==> src/rtl/jtbubl_vtiming_pkg.sv <==
// Default video timing constants shared by the vertical timing block and the video top.
// Also holds the inclusive, possibly wrapping, window test used by all blank/sync decodes.
package jtbubl_vtiming_pkg;

   localparam int unsigned DEF_CLK_DIV  = 8;
   localparam int unsigned DEF_W        = 9;
   localparam int unsigned DEF_HTOTAL   = 384;
   localparam int unsigned DEF_VTOTAL   = 264;
   localparam int unsigned DEF_HB_START = 255;
   localparam int unsigned DEF_HB_END   = 383;
   localparam int unsigned DEF_HS_START = 287;
   localparam int unsigned DEF_HS_END   = 319;
   localparam int unsigned DEF_VB_START = 223;
   localparam int unsigned DEF_VB_END   = 263;
   localparam int unsigned DEF_VS_START = 232;
   localparam int unsigned DEF_VS_END   = 235;
   localparam int unsigned DEF_DLY      = 2;

   // START > END means the window wraps through zero
   function automatic logic in_win(input int unsigned val, input int unsigned win_start,
                                   input int unsigned win_end);
      if (win_start <= win_end) return (val >= win_start) && (val <= win_end);
      else                      return (val >= win_start) || (val <= win_end);
   endfunction

endpackage

==> src/rtl/jtbubl_vtiming_cen.sv <==
// Pixel clock-enable divider: pxl_cen once per CLK_DIV clocks, pxl2_cen twice.
// Enables are registered so they are cleanly low during reset for any CLK_DIV.
module jtbubl_vtiming_cen
   import jtbubl_vtiming_pkg::*;
#(
   parameter int unsigned CLK_DIV = DEF_CLK_DIV
) (
   input  logic clk,
   input  logic rst_n,
   output logic pxl_cen,
   output logic pxl2_cen
);

   localparam int unsigned CW = (CLK_DIV > 2) ? $clog2(CLK_DIV) : 1;

   logic [CW-1:0] cnt;
   logic [CW-1:0] cnt_nxt;

   always_comb begin
      cnt_nxt = (cnt == CW'(CLK_DIV - 1)) ? '0 : cnt + CW'(1);
   end

   always_ff @(posedge clk or negedge rst_n) begin
      if (!rst_n) begin
         cnt      <= '0;
         pxl_cen  <= 1'b0;
         pxl2_cen <= 1'b0;
      end else begin
         cnt      <= cnt_nxt;
         pxl_cen  <= (cnt_nxt == CW'(CLK_DIV - 1));
         pxl2_cen <= (cnt_nxt == CW'(CLK_DIV / 2 - 1)) || (cnt_nxt == CW'(CLK_DIV - 1));
      end
   end

endmodule

==> src/rtl/jtbubl_vtiming.sv <==
// Video timing generator: H/V counters, blank/sync windows, delayed blanks and strobes.
// Optional screen flip is enabled by defining JTBUBL_VTIMING_FLIP_EN.
module jtbubl_vtiming
   import jtbubl_vtiming_pkg::*;
#(
   parameter int unsigned CLK_DIV  = DEF_CLK_DIV,
   parameter int unsigned W        = DEF_W,
   parameter int unsigned HTOTAL   = DEF_HTOTAL,
   parameter int unsigned VTOTAL   = DEF_VTOTAL,
   parameter int unsigned HB_START = DEF_HB_START,
   parameter int unsigned HB_END   = DEF_HB_END,
   parameter int unsigned HS_START = DEF_HS_START,
   parameter int unsigned HS_END   = DEF_HS_END,
   parameter int unsigned VB_START = DEF_VB_START,
   parameter int unsigned VB_END   = DEF_VB_END,
   parameter int unsigned VS_START = DEF_VS_START,
   parameter int unsigned VS_END   = DEF_VS_END,
   parameter int unsigned DLY      = DEF_DLY
) (
   input  logic         clk,
   input  logic         rst_n,
   input  logic         flip_in,
   output logic         pxl2_cen,
   output logic         pxl_cen,
   output logic [W-1:0] hdump,
   output logic [W-1:0] vdump,
   output logic [W-1:0] vrender,
   output logic [W-1:0] vrender1,
   output logic         Hinit,
   output logic         Vinit,
   output logic         LHBL,
   output logic         LVBL,
   output logic         LHBL_dly,
   output logic         LVBL_dly,
   output logic         HS,
   output logic         VS,
   output logic         flip
);

   logic [W-1:0] hcnt, vcnt, hcnt_nxt, vcnt_nxt;
   logic [W-1:0] vr, vr1, fmask;
   logic         hwrap;

   jtbubl_vtiming_cen #(
      .CLK_DIV (CLK_DIV)
   ) u_cen (
      .clk      (clk),
      .rst_n    (rst_n),
      .pxl_cen  (pxl_cen),
      .pxl2_cen (pxl2_cen)
   );

   assign hwrap = (hcnt == W'(HTOTAL - 1));
   assign Hinit = pxl_cen && hwrap;
   assign Vinit = Hinit && (vcnt == W'(VTOTAL - 1));

   always_comb begin
      hcnt_nxt = hwrap ? '0 : hcnt + W'(1);
      vcnt_nxt = vcnt;
      if (hwrap) vcnt_nxt = (vcnt == W'(VTOTAL - 1)) ? '0 : vcnt + W'(1);
   end

   always_ff @(posedge clk or negedge rst_n) begin
      if (!rst_n) begin
         hcnt <= '0;
         vcnt <= '0;
         LHBL <= 1'b0;
         LVBL <= 1'b0;
         HS   <= 1'b0;
         VS   <= 1'b0;
      end else if (pxl_cen) begin
         hcnt <= hcnt_nxt;
         vcnt <= vcnt_nxt;
         LHBL <= ~in_win(32'(hcnt_nxt), HB_START, HB_END);
         LVBL <= ~in_win(32'(vcnt_nxt), VB_START, VB_END);
         HS   <= in_win(32'(hcnt_nxt), HS_START, HS_END);
         VS   <= in_win(32'(vcnt_nxt), VS_START, VS_END);
      end
   end

   generate
      if (DLY == 0) begin : g_nodly
         assign LHBL_dly = LHBL;
         assign LVBL_dly = LVBL;
      end else begin : g_dly
         logic [DLY-1:0] hb_sr, vb_sr;
         always_ff @(posedge clk or negedge rst_n) begin
            if (!rst_n) begin
               hb_sr <= '0;
               vb_sr <= '0;
            end else if (pxl_cen) begin
               hb_sr[0] <= LHBL;
               vb_sr[0] <= LVBL;
               for (int i = 1; i < int'(DLY); i++) begin
                  hb_sr[i] <= hb_sr[i-1];
                  vb_sr[i] <= vb_sr[i-1];
               end
            end
         end
         assign LHBL_dly = hb_sr[DLY-1];
         assign LVBL_dly = vb_sr[DLY-1];
      end
   endgenerate

   // Render lines are forced low in reset so every output reads zero there
   always_comb begin
      vr  = (vcnt == W'(VTOTAL - 1)) ? '0 : vcnt + W'(1);
      vr1 = (vcnt >= W'(VTOTAL - 2)) ? vcnt - W'(VTOTAL - 2) : vcnt + W'(2);
      if (!rst_n) begin
         vr  = '0;
         vr1 = '0;
      end
   end

`ifdef JTBUBL_VTIMING_FLIP_EN
   logic flip_q;

   always_ff @(posedge clk or negedge rst_n) begin
      if (!rst_n)     flip_q <= 1'b0;
      else if (Vinit) flip_q <= flip_in;
   end

   assign flip  = flip_q;
   assign fmask = {W{flip_q}};
`else
   logic unused_flip_in;

   assign unused_flip_in = flip_in;
   assign flip           = 1'b0;
   assign fmask          = '0;
`endif

   assign hdump    = hcnt ^ fmask;
   assign vdump    = vcnt ^ fmask;
   assign vrender  = vr ^ fmask;
   assign vrender1 = vr1 ^ fmask;

endmodule

==> config.mk <==
export PLATFORM = sky130hd
export DESIGN_NAME = jtbubl_vtiming
export DESIGN_NICKNAME = d
export VERILOG_FILES = /design/src/rtl/jtbubl_vtiming_pkg.sv /design/src/rtl/jtbubl_vtiming_cen.sv /design/src/rtl/jtbubl_vtiming.sv
export SDC_FILE = /design/constraint.sdc
export NUM_CORES = 1
export LEC_CHECK = 0
export CORE_UTILIZATION = 55
export CTS_CLUSTER_DIAMETER = 50
export DETAILED_ROUTE_END_ITERATION = 12
export GPL_ROUTABILITY_DRIVEN = 0
export PLACE_DENSITY = 0.94
export SKIP_CTS_REPAIR_TIMING = 1
export SLEW_MARGIN = 25
export SYNTH_ARGS = -nofsm -noshare
export SYNTH_HDL_FRONTEND = slang
export SYNTH_SLANG_ARGS = --single-unit
export TNS_END_PERCENT = 20
==> constraint.sdc <==
create_clock -name clk -period 6.25 [get_ports clk]
set_input_delay 1.25 -clock clk [delete_from_list [all_inputs] [get_ports clk]]
set_output_delay 1.25 -clock clk [all_outputs]
set_load 0.01 [all_outputs]
* Word-level counts from Yosys, hierarchy flattened
Cells that the tools add are included.
** Word-level totals
- Output and inout port bits :: 47
- Bits of input ports :: 3
- Flip-flop bits (word level) :: 31
** Cells by class
- Eq/ne operators :: 5
- Reductions and logical operators :: 7
- Add/sub/neg operators :: 5
- Multiplexer cells :: 9
- Bitwise logic cells :: 2
- $lt $le $gt $ge :: 9
** Operator list (count)
- 2-to-1 mux 9 bit :: 6
- greater-or-equal comparator 9 x 8 -> 1 bit (second input constant) :: 3
- <= comparator 9 bit (second input constant) :: 3
- adder 9 x 1 -> 9 bit (second input constant) :: 2
- equality test 9 bit (second input constant) :: 2
- greater-or-equal comparator 9 bit (second input constant) :: 2
- adder 9 x 2 -> 9 bit (second input constant) :: 1
- <= comparator 9 x 8 -> 1 bit (second input constant) :: 1
- subtractor 9 bit (second input constant) :: 1
- equality test 3 bit (second input constant) :: 2
- logical AND 1 bit :: 6
- adder 3 x 1 -> 3 bit (second input constant) :: 1
- equality test 3 x 2 -> 1 bit (second input constant) :: 1
- 2-to-1 mux 3 bit :: 1
- 2-to-1 mux 1 bit :: 2
- NOT 1 bit :: 2
- logical OR 1 bit :: 1

* Logic depth before layout (Yosys ltp)
Gate-level depths: netlist (run 1).
- Depth in word-level cells :: 7
- Depth in mapped cells :: 9
- Gate-level depth less buffers :: 8

* Cells and area by module
A second synthesis (run 1) with hierarchy kept.
** Second synthesis, totals
- Cells, all modules :: 276
- Area total of the unflattened synthesis :: 2289.7 um2
** Modules (own cells, without submodules)
- jtbubl_vtiming :: area an instance 2107.0 um2, cells each 265, times used 1
- jtbubl_vtiming_cen :: area an instance 182.7 um2, cells each 11, times used 1

* Worst setup path after synthesis (run 1)
Ideal clock, no wire load.
- Path kind :: register to output
- From :: register vcnt[1] (netlist: vdump[1])
- To :: output vrender1[6]
- Data arrival time :: 2.065 ns
- Cell stages (with the launch flop) :: 8
- Buffers on the path :: 0
- Setup slack :: 2.935 ns
- Path through :: dfrtp_1 -> ha_1 -> or3_4 -> o41ai_4 -> a21oi_1 -> a22oi_1 -> xnor2_1 -> and2_1
** Between the ends
- Longest elaborated chain between the ends :: 3
- Elaborated cells between the ends (all ways) :: 5
- Classes of those cells :: add/sub: 2; order compare: 1; mux: 2
** Ends and longest elaborated chain
- from (decl) :: RTL line jtbubl_vtiming.sv:40 : logic [W-1:0] hcnt, vcnt, hcnt_nxt, vcnt_nxt;
- from (signal assigned) :: RTL line jtbubl_vtiming.sv:73 : vcnt <= vcnt_nxt;
- adder 9 x 2 -> 9 bit (tied with other cells) :: RTL line jtbubl_vtiming.sv:108 : vr1 = (vcnt >= W'(VTOTAL - 2)) ? vcnt - W'(VTOTAL - 2) : vcnt + W'(2);
- 2-to-1 mux 9 bit * :: RTL line jtbubl_vtiming.sv:108
- 2-to-1 mux 9 bit * :: RTL line jtbubl_vtiming.sv:109 : if (!rst_n) begin
- to (decl) :: RTL line jtbubl_vtiming.sv:28 : output logic [W-1:0] vrender1,
Mark *: on every way between the ends. The rest lies on a longest branch, timed or not.

* Worst setup path in the final report (run 1)
- From :: register vcnt[2] (netlist: vdump[2])
- To :: output vrender1[4]
The elaborated chain is that of the path after synthesis.

==> run_results.csv, run 1 <==
group,metric,value,unit
status,outcome,"completed",
routing,drtPass1Iterations,4,
critical_path,r2r_slack,3560,ps
floorplan,core-area,4060,sq um
pwr,p_leak,1.11,nW
routing,ant_nets,0,
timing,finClkSkew,9.89,ps
yosys,synth-edff-count,0,
routing,dr.first_iter.drc_count,210,
global_route,grt_max_degree,46,
worst_hold_path,hold_class,"reg -> reg",
clock_tree,clock_latency,290,ps
timing,hold-worst-slack,493,ps
clock_tree,cts_tree,"built",
cells_and_area,drive_gt1_share,11.1,%
cells_and_area,fin_cells,348,
timing,setup_violations,0,
floorplan,die_h,67.5,um
critical_path,cp.required,5000,ps
routing,wire_per_inst,16.0,um
routing,wl,5.57,mm
worst_hold_path,worstHoldEndpoint,"u_cen.cnt[0]",
critical_path,r2r_end,"LVBL",
yosys,ys_types,57,
job,maxCapViolCount,0,
clock_tree,cts_root_buf,"clkbuf_8",
cells_and_area,syn_to_final_growth,21.7,%
clock_tree,cts.sinks,31,
clock_tree,cts_buffers,5,
routing,num_vias,2072,
clock_tree,clk_pin_slew_worst_paths,70,ps
floorplan,initial_core_util,58.1,%
yosys,ys_seq_elements,31,
worst_hold_path,min_from,"u_cen.cnt[0]",
worst_hold_path,holdPathStages,1,
floorplan,die_w,67.5,um
timing,tns,0,ps
pwr,power_density,145,nW/um^2
critical_path,setup.worst_path.class,"reg -> out",
yosys,yosys.cell_count.top_type,"dfrtp_1",
yosys,avgSynthCellArea,9.03,sq um
yosys,synthesis.nets,271,
global_route,globalRouteTotalUtil,27.1,%
placement,io_buffer_count,47,
timing,final_max_slew_viol_count,0,
yosys,ys_top_cells_by_count,"31 x dfrtp_1, 27 x nor2_1, 25 x nand2_1",
global_route,grt_pass1_wl,9.07,mm
timing,finalHoldViolations,0,
yosys,synth_largest_area_cell,"dfrtp_1",
timing,worst_slew_pin_slew,876,ps
placement,place_inst,340,
placement,dp_hpwl,3.81,mm
yosys,syn_inst,261,
routing,met2_length,2.70,mm
yosys,postSynth.asyncResetShare,100,%
clock_tree,clockBufferDepth,2,
yosys,yosys_warnings,0,
routing,wl_met3,413,um
timing,fin_crit,4520,ps
yosys,yosysSeqAreaShare,32.9,%
floorplan,dieArea,4550,sq um
routing,drc,0,
critical_path,arrival,3270,ps
yosys,synth_area_leaders,"dfrtp_1 33%, xnor2_1 5.9%, nor2_1 4.3%",
global_route,grt_pass1_vias,1917,
cells_and_area,finalNetCount,307,
routing,top_layer_used,"met4",
critical_path,startpoint_type,"flip-flop",
floorplan,ioPinCount,50,
routing,wl_met1,2.24,mm
critical_path,reg2regPathDepth,7,
pwr,peakVddDrop,0.181,mV
yosys,synth.cell_area,2360,sq um
critical_path,path_max_fanout,16,
timing,fin_crit_sh,72.3,%
floorplan,row_count,23,
clock_tree,h-tree-depth,2,
cells_and_area,diodes,0,
timing,relSlewSlack,41.6,%
global_route,overflow,0,
timing,rsz0062_at_grt,"false",
global_route,antenna_found_initial,0,
yosys,synthFlopType,"dfrtp_1",
critical_path,reg2reg_from,"hdump[1]",
routing,viasPerCell,5.95,
critical_path,end_kind,"primary output",
timing,fmax,221,MHz
yosys,synth_top_area_share,32.9,%
==> where the power goes <==
group / switching [mW] / internal [mW]
logic: 0.00638 / 0.00170
registers: 0 / 0.201
clock network: 0.0792 / 0.129
==> stage by stage <==
step	area (sq um)	worst slack (ps)	util, %	total power [mW]
finish	2870	1730	70.6	0.417
global route	2870	1570	70.6	0.430
CTS	2870	1760	70.6	0.420
detailed placement	2750	1910	67.7	0.213
global placement	2750	1960	67.7	0.212
floorplan	2360	2940	-	0.207
==> state kept, by name, indices dropped and copies added, names as in the netlist, 2 cells and up <==
| name | count |
|---|---|
| hdump | 9 |
| vdump | 9 |
| u_cen.cnt | 3 |
| g_dly.hb_sr | 2 |
| g_dly.vb_sr | 2 |
==> area by class of cell <==
type / count / area (sq um)
Inverter: 7 / 26.3
Timing Repair Buffer: 47 / 465
Sequential cell: 31 / 776
Tap cell: 50 / 62.6
Multi-Input combinational cell: 205 / 1420
Clock buffer: 6 / 82.6
Clock inverter: 2 / 35.0
Fill cell: 305 / 1190
==> worst max-delay path, cell delays in order (launching register included) <==
cell	delay, ps
dfrtp_1	590
ha_1	430
or3_4	400
o41ai_4	390
nor2b_1	240
mux2i_1	110
xnor2_1	160
and2_1	140
clkdlybuf4s50_1	530
==> logic make-up (layout without fill, tap and decap cells) <==
kind of cell | after synthesis | count (layout) | share of synthesized area [%]
buffers and inverters | 25 | 62 | 6.85
XOR/XNOR | 26 | 26 | 9.67
AO/OA/AOI/OAI | 41 | 41 | 12.7
AND/OR/NAND/NOR | 119 | 119 | 28.9
other | 1 | 1 | 0.159
adder cells (fa/ha/maj) | 7 | 7 | 3.72
multiplexers | 11 | 11 | 5.05
flip-flops | 31 | 31 | 32.9
==> worst max path at each step <==
stage / startpoint / to / slack (ps) / depth (start not counted)
after floorplan: vdump[1] / vrender1[6] / 2940 / 7
after global placement: rst_n / vrender[5] / 1960 / 4
final: vdump[2] / vrender1[4] / 1730 / 8
after detailed placement: rst_n / vrender[0] / 1910 / 4
after global routing: vdump[2] / vrender1[4] / 1570 / 8
after CTS: vdump[2] / vrender1[4] / 1760 / 8
==> metal layers <==
metal	GRT usage, %	vias up
met2	45.1	104
li1	-	982
met4	13.3	0
met5	0	-
met3	6.25	25
met1	32.7	961
==> cell usage in the layout, fill, tap and decap left out, drive strengths merged, types with 3 or more instances in the layout <==
master         netlist  routed
o41ai                3       3
nor2b                7       7
or2                  3       3
nor3                 6       6
nand3               10      10
a21oi                9       9
nand2               25      25
dfrtp               31      31
nor2                27      27
ha                   7       7
o22ai                5       5
mux2                 7       7
inv                  7       7
and2                12      12
clkdlybuf4s50        0      46
mux2i                4       4
nor4                 3       3
or3                  4       4
clkbuf               5       6
xor2                10      10
o21ai               11      11
nand4                6       6
xnor2               16      16
and3                 6       6
Note: power is estimated with default switching activity, not from simulation.
==> run 2: changes to the inputs <==
- CORE_UTILIZATION: 55 -> 46
- PLACE_DENSITY: 0.94 -> 0.85
- clock period: 6.25 -> 4.1 ns (I/O delays scaled with it)
==> run_results.csv, run 2 (same netlist as run 1, synthesis figures left out) <==
group,metric,value,unit
timing,finalHoldViolations,0,
timing,final_max_slew_viol_count,0,
critical_path,arrival,3080,ps
routing,num_vias,2043,
routing,ant_nets,0,
floorplan,row_count,25,
global_route,grt_pass1_vias,1791,
timing,setup_violations,0,
global_route,globalRouteTotalUtil,19.8,%
worst_hold_path,hold_class,"in -> async",
clock_tree,h-tree-depth,2,
critical_path,end_kind,"primary output",
timing,worst_slew_pin_slew,524,ps
global_route,antenna_found_initial,0,
pwr,p_leak,1.12,nW
routing,drtPass1Iterations,4,
critical_path,cp_num_buf_inv,2,
cells_and_area,drive_gt1_share,13.1,%
global_route,overflow,0,
critical_path,critPathSlowestCell,"dfrtp_1",
timing,relSlewSlack,65.0,%
routing,dr.first_iter.drc_count,90,
timing,fin_crit_sh,95.1,%
timing,finClkSkew,13.1,ps
critical_path,startpoint_type,"flip-flop",
timing,fin_crit,3900,ps
global_route,grt_max_degree,29,
clock_tree,clk_pin_slew_worst_paths,80,ps
job,maxCapViolCount,0,
clock_tree,cts_buffers,5,
clock_tree,clock_latency,300,ps
floorplan,core-area,4820,sq um
timing,fmax,257,MHz
critical_path,r2r_slack,1480,ps
cells_and_area,finalNetCount,314,
pwr,peakVddDrop,0.182,mV
floorplan,ioPinCount,50,
routing,drc,0,
floorplan,initial_core_util,48.9,%
cells_and_area,mostFrequentLayoutCells,"46 x clkdlybuf4s50_1, 31 x dfrtp_1, 27 x nor2_1, 25 x nand2_1, 16 x xnor2_1",
clock_tree,cts_root_buf,"clkbuf_8",
cells_and_area,layout.cells.most_common,"clkdlybuf4s50_1",
status,outcome,"completed",
critical_path,path_cells,"inv_1 -> ha_1 -> and4bb_2 -> o41ai_4 -> a21oi_1 -> a22oi_1 -> xnor2_1 -> and2_1 -> clkdlybuf4s50_1",
placement,io_buffer_count,47,
floorplan,dieArea,5410,sq um
critical_path,setup.worst_path.class,"reg -> out",
timing,rsz0062_at_grt,"false",
clock_tree,cts.sinks,31,
clock_tree,clockBufferDepth,2,
cells_and_area,diodes,0,
clock_tree,cts_tree,"built",
placement,dp_hpwl,3.53,mm
critical_path,critical_path.top_delay_family,"compound AO/OA/AOI/OAI gates",
pwr,power_density,195,nW/um^2
critical_path,path_max_fanout,11,
critical_path,cp.required,3280,ps
placement,postPlaceCellArea,2820,sq um
routing,wire_per_inst,13.8,um
cells_and_area,syn_to_final_growth,23.6,%
floorplan,die_h,73.6,um
floorplan,die_w,73.6,um
routing,viasPerCell,5.49,
critical_path,max_stage_delay,550,ps
routing,wl,5.12,mm
global_route,grt_pass1_wl,8.23,mm
cells_and_area,stdcell_area,2910,sq um
timing,tns,0,ps
run 2: area by class of cell:
type / count / area, sq um
inverter: 7 / 26.3
clock inverter: 3 / 20.0
timing repair buffer: 54 / 518
multi-input combinational: 205 / 1420
tap: 67 / 83.8
fill: 432 / 1910
clock buffer: 5 / 68.8
sequential: 31 / 776
run 2: layer usage:
metal  up-vias  GRT usage, %  wire [um]
met3         9          4.25        261
met5         -             0          0
met4         0          7.69         88
li1        997             -          -
met1       972          26.5       2420
met2        65          31.4       2350
run 2: metrics by stage:
stage | hold WS (ps) | util (%) | power [mW] | cells | worst slack, ps
3_5_place_dp | 451 | 58.6 | 0.326 | 364 | 549
6_report | 460 | 60.4 | 0.567 | 372 | 203
5_1_grt | 492 | 60.4 | 0.583 | 372 | 47.6
3_3_place_gp | 439 | 58.6 | 0.325 | 364 | 584
2_1_floorplan | 424 | - | 0.315 | 261 | 1220
4_1_cts | 461 | 60.4 | 0.571 | 372 | 229
run 2: where the power goes:
| part | switching [mW] | internal [mW] | total, mW |
|---|---|---|---|
| clock | 0.130 | 0.118 | 0.248 |
| combinational | 0.00974 | 0.00381 | 0.0136 |
| sequential | 0 | 0.306 | 0.306 |
| total | 0.140 | 0.427 | 0.567 |
run 2: final timing paths:
check,startpoint,end,cells after the start
max,vdump[0],vrender1[6],9
min,rst_n,vdump[0],1
max reg2reg,hdump[1],LVBL,7
min reg2reg,u_cen.cnt[0],u_cen.cnt[0],1
max in group asynchronous,rst_n,hdump[6],2
min in group clk,u_cen.cnt[0],u_cen.cnt[0],1
